<file path="config.mk">
export PLATFORM = sky130hd
export DESIGN_NAME = rc4_ksa_param
export DESIGN_NICKNAME = d
export VERILOG_FILES = /design/src/rtl/rc4_pkg.sv /design/src/rtl/rc4_rd_wait.sv /design/src/rtl/rc4_ksa_param.sv
export SDC_FILE = /design/constraint.sdc
export NUM_CORES = 1
export LEC_CHECK = 0
export BUFFER_PORTS_ARGS = -buffer_cell sky130_fd_sc_hd__buf_2
export CAP_MARGIN = 20
export CORE_MARGIN = 4
export CORE_UTILIZATION = 58
export DETAILED_ROUTE_END_ITERATION = 8
export PLACE_DENSITY = 0.81
export RECOVER_POWER = 100
export SYNTH_ARGS = -nofsm -noshare
export SYNTH_HDL_FRONTEND = slang
export SYNTH_HIERARCHICAL = 1
export SYNTH_SLANG_ARGS = --single-unit
</file>
<file path="constraint.sdc">
create_clock -name clk -period 4.75 [get_ports clk]
set_input_delay 0.95 -clock clk [delete_from_list [all_inputs] [get_ports clk]]
set_output_delay 0.95 -clock clk [all_outputs]
set_load 0.01 [all_outputs]
</file>
<file path="src/rtl/rc4_pkg.sv">
// Shared types and helpers for the RC4 key-scheduling engine.
package rc4_pkg;

  localparam int SBOX_DEPTH    = 256;
  localparam int BYTE_W        = 8;
  localparam int MAX_KEY_BYTES = 32;

  typedef enum logic [3:0] {
    ST_IDLE,
    ST_FILL,
    ST_RD_I,
    ST_WAIT_I,
    ST_CALC_J,
    ST_RD_J,
    ST_WAIT_J,
    ST_WR_J,
    ST_WR_I,
    ST_NEXT,
    ST_DONE
  } state_t;

  // Key byte k of an n_bytes-long key; byte 0 sits in the most significant position.
  function automatic logic [BYTE_W-1:0] key_byte(
    input logic [MAX_KEY_BYTES*BYTE_W-1:0] key_vec,
    input int unsigned                     n_bytes,
    input logic [4:0]                      k
  );
    int unsigned shamt;
    shamt = BYTE_W * (n_bytes - 1 - {27'd0, k});
    return BYTE_W'(key_vec >> shamt);
  endfunction

endpackage

</file>
<file path="src/rtl/rc4_rd_wait.sv">
// Read-latency down-counter: loaded while a read address is presented, it
// flags the cycle on which the RAM read data becomes valid.
module rc4_rd_wait #(
  parameter int MEM_RD_LAT = 3
) (
  input  logic clk,
  input  logic reset,
  input  logic load,
  output logic last
);

  localparam logic [2:0] LOAD_VAL = 3'(MEM_RD_LAT - 1);

  logic [2:0] cnt_q, cnt_d;

  // Next count: reload on a new read, otherwise count down and park at zero.
  always_comb begin
    cnt_d = cnt_q;
    if (load) begin
      cnt_d = LOAD_VAL;
    end else if (cnt_q != 3'd0) begin
      cnt_d = cnt_q - 3'd1;
    end
  end

  // Counter register with synchronous reset.
  always_ff @(posedge clk) begin
    if (reset) begin
      cnt_q <= '0;
    end else begin
      cnt_q <= cnt_d;
    end
  end

  assign last = (cnt_q == 3'd0);

endmodule

</file>
<file path="src/rtl/rc4_ksa_param.sv">
// RC4 key-scheduling engine driving a single-port S-box RAM.
// Optional feature macro: RC4_KSA_FILL_EN -- when defined, the S-box is first
// filled with the identity permutation; otherwise the caller must preload it.
module rc4_ksa_param
  import rc4_pkg::*;
#(
  parameter int KEY_BYTES  = 3,
  parameter int MEM_RD_LAT = 3
) (
  input  logic                   clk,
  input  logic                   reset,
  input  logic                   start,
  input  logic [8*KEY_BYTES-1:0] key,
  input  logic [7:0]             mem_q,
  output logic                   busy,
  output logic                   done,
  output logic [7:0]             mem_address,
  output logic [7:0]             mem_data,
  output logic                   mem_wren
);

  localparam logic [4:0] KEY_LAST = 5'(KEY_BYTES - 1);

  state_t                 state_q, state_d;
  logic [7:0]             i_q, i_d;
  logic [7:0]             j_q, j_d;
  logic [4:0]             k_q, k_d;
  logic [8*KEY_BYTES-1:0] key_q, key_d;
  logic [7:0]             data_i_q, data_i_d;
  logic [7:0]             data_j_q, data_j_d;
  logic                   busy_q, busy_d;
  logic                   done_q, done_d;
  logic [7:0]             mem_address_q, mem_address_d;
  logic [7:0]             mem_data_q, mem_data_d;
  logic                   mem_wren_q, mem_wren_d;

  logic [MAX_KEY_BYTES*BYTE_W-1:0] key_ext;
  logic                            rd_load;
  logic                            rd_last;

  // One wait counter serves both the S[i] and the S[j] reads.
  assign rd_load = (state_q == ST_RD_I) || (state_q == ST_RD_J);

  rc4_rd_wait #(
    .MEM_RD_LAT (MEM_RD_LAT)
  ) u_rd_wait (
    .clk   (clk),
    .reset (reset),
    .load  (rd_load),
    .last  (rd_last)
  );

  // Zero-extend the latched key so the package helper can index it.
  always_comb begin
    key_ext                  = '0;
    key_ext[8*KEY_BYTES-1:0] = key_q;
  end

  // Next-state and datapath update; outputs are then derived from the next
  // state so they are registered and line up with the state they belong to.
  always_comb begin
    // NOTE: every target gets a default up front so no path leaves one unassigned and infers a latch.
    state_d  = state_q;
    i_d      = i_q;
    j_d      = j_q;
    k_d      = k_q;
    key_d    = key_q;
    data_i_d = data_i_q;
    data_j_d = data_j_q;

    case (state_q)
      ST_IDLE: begin
        if (start) begin
          key_d = key;
          i_d   = 8'd0;
          j_d   = 8'd0;
          k_d   = 5'd0;
`ifdef RC4_KSA_FILL_EN
          state_d = ST_FILL;
`else
          state_d = ST_RD_I;
`endif
        end
      end
`ifdef RC4_KSA_FILL_EN
      ST_FILL: begin
        i_d = i_q + 8'd1;
        if (i_q == 8'hFF) begin
          state_d = ST_RD_I;
        end
      end
`endif
      ST_RD_I: state_d = ST_WAIT_I;
      ST_WAIT_I: begin
        if (rd_last) begin
          data_i_d = mem_q;
          state_d  = ST_CALC_J;
        end
      end
      ST_CALC_J: begin
        j_d     = j_q + data_i_q + key_byte(key_ext, KEY_BYTES, k_q);
        state_d = ST_RD_J;
      end
      ST_RD_J: state_d = ST_WAIT_J;
      ST_WAIT_J: begin
        if (rd_last) begin
          data_j_d = mem_q;
          state_d  = ST_WR_J;
        end
      end
      ST_WR_J: state_d = ST_WR_I;
      ST_WR_I: state_d = ST_NEXT;
      ST_NEXT: begin
        if (i_q == 8'hFF) begin
          state_d = ST_DONE;
        end else begin
          i_d     = i_q + 8'd1;
          k_d     = (k_q == KEY_LAST) ? 5'd0 : k_q + 5'd1;
          state_d = ST_RD_I;
        end
      end
      ST_DONE: state_d = ST_IDLE;
      default: state_d = ST_IDLE;
    endcase

    // RAM port values for the state being entered; address and data hold
    // through the wait states, write enable is only raised for writes.
    mem_address_d = mem_address_q;
    mem_data_d    = mem_data_q;
    mem_wren_d    = 1'b0;
    case (state_d)
      ST_FILL: begin
        mem_address_d = i_d;
        mem_data_d    = i_d;
        mem_wren_d    = 1'b1;
      end
      ST_RD_I: mem_address_d = i_d;
      ST_RD_J: mem_address_d = j_d;
      ST_WR_J: begin
        mem_address_d = j_d;
        mem_data_d    = data_i_d;
        mem_wren_d    = 1'b1;
      end
      ST_WR_I: begin
        mem_address_d = i_d;
        mem_data_d    = data_j_d;
        mem_wren_d    = 1'b1;
      end
      default: ;
    endcase

    busy_d = (state_d != ST_IDLE);
    done_d = (state_d == ST_DONE);
  end

  // State and output registers; reset takes priority over a concurrent start.
  // The S-box lives in external RAM and is deliberately left as-is on reset.
  always_ff @(posedge clk) begin
    // NOTE: sequential state uses non-blocking assignments so every flop samples pre-edge values.
    if (reset) begin
      state_q       <= ST_IDLE;
      i_q           <= '0;
      j_q           <= '0;
      k_q           <= '0;
      key_q         <= '0;
      data_i_q      <= '0;
      data_j_q      <= '0;
      busy_q        <= 1'b0;
      done_q        <= 1'b0;
      mem_address_q <= '0;
      mem_data_q    <= '0;
      mem_wren_q    <= 1'b0;
    end else begin
      state_q       <= state_d;
      i_q           <= i_d;
      j_q           <= j_d;
      k_q           <= k_d;
      key_q         <= key_d;
      data_i_q      <= data_i_d;
      data_j_q      <= data_j_d;
      busy_q        <= busy_d;
      done_q        <= done_d;
      mem_address_q <= mem_address_d;
      mem_data_q    <= mem_data_d;
      mem_wren_q    <= mem_wren_d;
    end
  end

  assign busy        = busy_q;
  assign done        = done_q;
  assign mem_address = mem_address_q;
  assign mem_data    = mem_data_q;
  assign mem_wren    = mem_wren_q;

endmodule

</file>
# [Word-level counts from Yosys, hierarchy flattened]
# Index checks and enable logic that the tools add are counted.
[totals] ff_bits=87 in_bits=35 out_inout_bits=19 wordCells=77
[classes] addsub=6 eq_ne=18 shift=1 muxes=23 reduce_logical=15
[ops] op="8-bit 2-to-1 mux" count=7
[ops] op="8-bit case mux with 2 select lines" count=3
[ops] op="4-bit case mux with 9 select lines" count=1
[ops] op="24-bit by 32-bit right shift with 8-bit output" count=1
[ops] op="4-bit by 3-bit == test with 1-bit output, second input constant" count=6
[ops] op="8-bit case mux with 3 select lines" count=1
[ops] op="8-bit adder" count=2
[ops] op="4-bit == test, second input constant" count=4
[ops] op="4-bit 2-to-1 mux" count=4
[ops] op="5-bit 2-to-1 mux" count=3
[ops] op="4-bit by 2-bit == test with 1-bit output, second input constant" count=3
[ops] op="5-bit case mux with 2 select lines" count=1
[ops] op="8-bit by 1-bit adder with 8-bit output, second input constant" count=1
[ops] op="8-bit == test, second input constant" count=1
[ops] op="2-bit nonzero test" count=3
[ops] op="3-bit nonzero test" count=2
[ops] op="3-bit OR reduction" count=2
[ops] op="2-bit by 5-bit subtractor with 6-bit output, first input constant" count=1
[ops] op="5-bit by 1-bit adder with 5-bit output, second input constant" count=1
[ops] op="5-bit by 2-bit == test with 1-bit output, second input constant" count=1
[ops] op="4-bit by 1-bit == test with 1-bit output, second input constant" count=1
[ops] op="4-bit logical NOT" count=1
[ops] op="2-bit 2-to-1 mux" count=2
[ops] op="2-bit != test, second input constant" count=2
[ops] op="other kinds (8)" count=9

# [Logic depth before layout (Yosys ltp)]
[depth] depth_word=6 depth_mapped=19 mapped_depth_nobuf=16

# [Modules after synthesis]
# The synthesis kept the hierarchy.
[modules_own_cells] module="rc4_ksa_param" n_inst=1 cells_per_inst=466 area_each_um2=4022.6 seq_area_each_um2=1681.6
[modules_own_cells] module="rc4_rd_wait" n_inst=1 cells_per_inst=15 area_each_um2=146.4 seq_area_each_um2=60.1

# [Least setup slack after synthesis]
# Ideal clock, no wire load.
[synth_path] path_kind="register to register" startpoint="reg k_q[0]" endpoint="reg mem_address_q[7], in the netlist mem_address[7]" setup_time_ns=0.132 arrival_time_ns=3.791 required_time_ns=4.618 path_slack_ns=0.827 path_stages_with_launch=20 path_buffers=3 synth_period_minus_slack_ns=3.923 cell_sequence="dfxtp_1 clkbuf_1 inv_1 ha_1 buf_4 nor2b_1 buf_2 nand2_1 o21ai_0 nand3_1 fa_1 inv_1 ha_1 fa_1 a211oi_1 o21bai_1 a21oi_1 xnor3_1 a22oi_1 a21oi_1"
[synth_via] elab_chain_cells=5
[synth_rtl] item="start, declared" line="rc4_ksa_param.sv:27" text="logic [4:0] k_q, k_d;"
[synth_rtl] item="start signal, assigned" line="rc4_ksa_param.sv:177" text="k_q <= k_d;"
[synth_rtl] item="2-bit by 5-bit subtractor with 6-bit output" line="rc4_pkg.sv:29" text="shamt = BYTE_W * (n_bytes - 1 - {27'd0, k});"
[synth_rtl] item="24-bit by 32-bit right shift with 8-bit output" line="rc4_pkg.sv:30" text="return BYTE_W'(key_vec >> shamt);"
[synth_rtl] item="8-bit adder" line="rc4_ksa_param.sv:101" text="j_d = j_q + data_i_q + key_byte(key_ext, KEY_BYTES, k_q);"
[synth_rtl] item="8-bit case mux with 2 select lines" line="rc4_ksa_param.sv:71" text="case (state_q)"
[synth_rtl] item="8-bit case mux with 2 select lines" line="rc4_ksa_param.sv:131" text="case (state_d)"
[synth_rtl] item="end signal, assigned" line="rc4_ksa_param.sv:183" text="mem_address_q <= mem_address_d;"
[synth_rtl] item="end, declared" line="rc4_ksa_param.sv:33" text="logic [7:0] mem_address_q, mem_address_d;"
# No other way between the ends.
# A chain may end at the register's enable or synchronous reset.

# [Worst setup path after layout]
[layout_path] startpoint="reg k_q[0]" endpoint="reg j_q[7]"
[layout_via] elab_chain_cells=4
[layout_rtl] item="2-bit by 5-bit subtractor with 6-bit output" line="rc4_pkg.sv:29"
[layout_rtl] item="24-bit by 32-bit right shift with 8-bit output" line="rc4_pkg.sv:30"
[layout_rtl] item="8-bit adder" line="rc4_ksa_param.sv:101"
[layout_rtl] item="8-bit case mux with 2 select lines" line="rc4_ksa_param.sv:71"
[layout_rtl] item="end signal, assigned" line="rc4_ksa_param.sv:176" text="j_q <= j_d;"
[layout_rtl] item="end, declared" line="rc4_ksa_param.sv:26" text="logic [7:0] j_q, j_d;"
# No other way between the ends.

==> flow_summary_export.csv <==
group,metric,value,unit
synthesis,syn_nets,535,
sta,fmax,234,MHz
sta,final.setup.tns,0,ps
synthesis,synth_compound_area_share,16.7,%
clocking,path_clk_slew,90,ps
job,max_cap_viol_count,1,
placement,gp_congestion,0.889,
synthesis,synth_top_family_by_area,"simple AND/OR/NAND/NOR gates",
min_path,hold_class,"register to register",
pwr,p_comb_share,17.1,%
synthesis,ys_types,55,
clocking,numCtsBuffers,9,
worst_setup_path,r2r_end,"j_q[7]",
synthesis,synthCells,481,
sta,relSlewSlack,-49.2,%
route,num_vias,3505,
floorplanning,num_rows,30,
min_path,hold_depth,2,
global_route,grt_pass1_wl,15.6,mm
pwr,irDropWorstVdd,0.000213,V
synthesis,yosys_warnings,6,
placement,io_buffers,53,
global_route,grt_antenna_before_repair,0,
pwr,p_leak,1.91,nW
floorplanning,initial_core_util,60.4,%
global_route,gr-total-overflow,0,
final_layout,nets,573,
clocking,htree_levels,3,
worst_setup_path,crit_path_max_incr_delay,570,ps
route,routedWlPerCell,14.8,µm
synthesis,synth_common_cells,"dfxtp_1 (87), nand2_1 (76), nor2_1 (57)",
sta,setup_violations,0,
synthesis,synth_area_leaders,"dfxtp_1 (42%), nand2_1 (6.8%), mux2i_1 (6.5%), a21oi_1 (6.1%), nor2_1 (5.1%)",
synthesis,synth_xor_area_share,2.64,%
clocking,cts_setup_buffers,0,
outcome,outcome,"finished, violations left",
synthesis,syn_area,4170,µm²
route,wl,9.17,mm
synthesis,synthSimpleGateAreaFrac,21.0,%
synthesis,dominantRegCellSynth,"dfxtp_1",
final_layout,drive_above_1_share,10.9,%
floorplanning,die_w,92.8,µm
worst_setup_path,cp.arrival,4440,ps
synthesis,yosysTopAreaCell,"dfxtp_1",
final_layout,n_antenna_cell,0,
worst_setup_path,reg2reg_from,"k_q[0]",
floorplanning,die_height,92.8,µm
worst_setup_path,reg2reg_slack,480,ps
route,drtAntennaViolNets,0,
sta,finalHoldViolCount,0,
placement,placed_cells,604,
floorplanning,die_area,8610,µm²
final_layout,final_cells,620,
pwr,switchingPower,460,µW
pwr,p_seq_share,51.1,%
route,via_per_inst,5.65,
synthesis,synth_edf_count,0,
worst_setup_path,critPathMaxFanout,13,
pwr,p_per_area,341,nW/µm²
worst_setup_path,worstPathCellList,"inv_1, ha_1, nor2b_2, nand2_1, o21ai_0, nand3_1, fa_1, inv_1, ha_1, fa_1, a211oi_1, o21bai_1, a21oi_1, xnor3_1, a22oi_1, nor2_1",
global_route,first_global_vias,3384,
synthesis,ys_async_sr_fraction,0,%
final_layout,area_growth,10.3,%
clocking,cts_tree,"done",
worst_setup_path,crit_type,"register to register",
sta,rsz0062_at_grt,"no",
floorplanning,core_area,6910,µm²
route,dr.pass1.iters,4,
clocking,cts_sinks,87,
synthesis,synth_top_cell_area_share,41.8,%
sta,post-route-min-period,4270,ps
clocking,clock_latency,360,ps
pwr,swShare,29.3,%
synthesis,ys_seq_area_share,41.8,%
sta,finClkSkew,12.0,ps
outcome,violations,"max-capacitance violations, max-slew violations",
min_path,hold_start,"mem_data[4]",
min_path,holdPathEnd,"mem_data[4]",
worst_setup_path,r2r_cells,16,
synthesis,postSynthAreaPerCell,8.67,µm²
sta,worstMarginPinSlew,2240,ps
clocking,cts_root_buf,"clkbuf_8",
floorplanning,ios,54,
synthesis,yosys.cell_count.top_type,"dfxtp_1",
pwr,intPower,1.11,mW
pwr,clkPwrFrac,31.8,%
synthesis,ys_seq_elements,87,
placement,dpl.hpwl,6.42,mm
global_route,grt_usage,22.4,%
worst_setup_path,critPathRequiredTime,4920,ps
route,drc,0,
synthesis,yosys-mux-area-fraction,6.75,%
worst_setup_path,crit_path_end_kind,"register",
global_route,grt_max_degree,53,
route,drt_iter0_markers,212,
synthesis,synth-adder-area-share,7.14,%
worst_setup_path,slowest_stage,"dfxtp_1",
clocking,cts_buffer_depth,2,
sta,slew_viol_final,53,
sta,post-route-period-util,89.9,%
worst_setup_path,start_kind,"register",
## registers in the layout, indices dropped and copies added, names as in the netlist
name             cells
k_q                  5
data_j_q             8
i_q                  8
u_rd_wait/cnt_q      3
busy                 1
data_i_q             8
key_q               24
j_q                  8
mem_address          8
mem_wren             1
mem_data             8
done                 1
state_q              4
## worst max-delay path, delay by kind of cell (launching register included)
family                     cells  cell delay, ps
xor gates and xnor gates       1             230
buffers and inverters          2             170
AOI/OAI and AO/OA              5             850
adders and majority gates      4            1650
and+or+nand+nor                4             600
DFF                            1             570
## cells by family after synthesis
| family | Yosys count |
|---|---|
| adders and majority gates | 19 |
| xor gates and xnor gates | 11 |
| muxes | 28 |
| DFF | 87 |
| buffers and inverters | 38 |
| AOI/OAI and AO/OA | 109 |
| and+or+nand+nor | 189 |
## final cells by class
type | count | area, µm²
clock inverter | 3 | 26.3
clock buffer | 13 | 169
inverter | 10 | 37.5
fill | 600 | 2310
multi-input combinational | 356 | 2260
timing repair buffer | 55 | 248
sequential | 87 | 1740
tap | 96 | 120
## per-stage QoR
stage                     cell area (µm²)  util [%]  worst slack [ps]  hold slack (ps)  power, mW
after floorplan                      4170         -               827              436       1.02
after global placement               4440      64.3               564              437       1.07
after detailed placement             4440      64.3               376              442       1.08
after CTS                            4640      67.1               380              454       1.58
after global routing                 4600      66.6               129              487       1.64
final                                4600      66.6               479              454       1.57
## power groups by stage
stage | clock network (mW) | registers (mW) | logic [mW]
after floorplan | 0 | 0.798 | 0.220
after global placement | 0 | 0.814 | 0.257
after detailed placement | 0 | 0.816 | 0.267
after CTS | 0.508 | 0.800 | 0.269
after global routing | 0.536 | 0.807 | 0.300
final | 0.499 | 0.801 | 0.268
## metal layers
| layer | global-route usage, % | vias up | wire [µm] | part of all wire (%) |
|---|---|---|---|---|
| li1 | - | 1743 | - | - |
| met1 | 29.0 | 1621 | 4060 | 44 |
| met2 | 36.4 | 125 | 4300 | 47 |
| met3 | 5.69 | 16 | 657 | 7.2 |
| met4 | 7.33 | 0 | 145 | 1.6 |
| met5 | 0 | - | 0 | 0 |
## cell usage in the layout (no fill, tap or decap), drive strengths merged, types with 2 or more instances in the layout
| master | Yosys | routed |
|---|---|---|
| nor2b | 9 | 9 |
| a22oi | 9 | 9 |
| a221o | 2 | 2 |
| ha | 11 | 11 |
| xor2 | 8 | 8 |
| a2bb2oi | 3 | 3 |
| clkbuf | 15 | 35 |
| dfxtp | 87 | 87 |
| o22ai | 2 | 2 |
| mux2i | 27 | 27 |
| o22a | 8 | 8 |
| and4bb | 2 | 2 |
| xnor2 | 2 | 2 |
| nor3b | 3 | 3 |
| a21o | 3 | 3 |
| nand2b | 3 | 3 |
| a21oi | 51 | 51 |
| nand3 | 11 | 11 |
| nor2 | 58 | 58 |
| inv | 10 | 10 |
| o21ai | 13 | 13 |
| o2bb2ai | 2 | 2 |
| nand2 | 76 | 76 |
| a211oi | 4 | 4 |
| nor3 | 13 | 13 |
| o31ai | 2 | 2 |
| nand4 | 4 | 4 |
| o211ai | 2 | 2 |
| clkinv | 0 | 3 |
| and2 | 4 | 4 |
| fa | 8 | 8 |
| buf | 13 | 33 |
## worst max-delay path by stage
stage | from | endpoint | slack (ps)
6_report | k_q[0] | j_q[7] | 480
5_1_grt | k_q[0] | j_q[7] | 130
4_1_cts | k_q[0] | mem_address[7] | 380
3_5_place_dp | k_q[0] | mem_address[7] | 380
3_3_place_gp | k_q[0] | mem_address[7] | 560
2_1_floorplan | k_q[0] | mem_address[7] | 830
## what timing repair did
action                     4_1_cts  5_1_grt
hold endpoints to repair         0        0
resized for setup                0        1
hold buffers                     0        0
setup endpoints to repair        0        1
No activity file was read; power rests on OpenSTA's default activity.
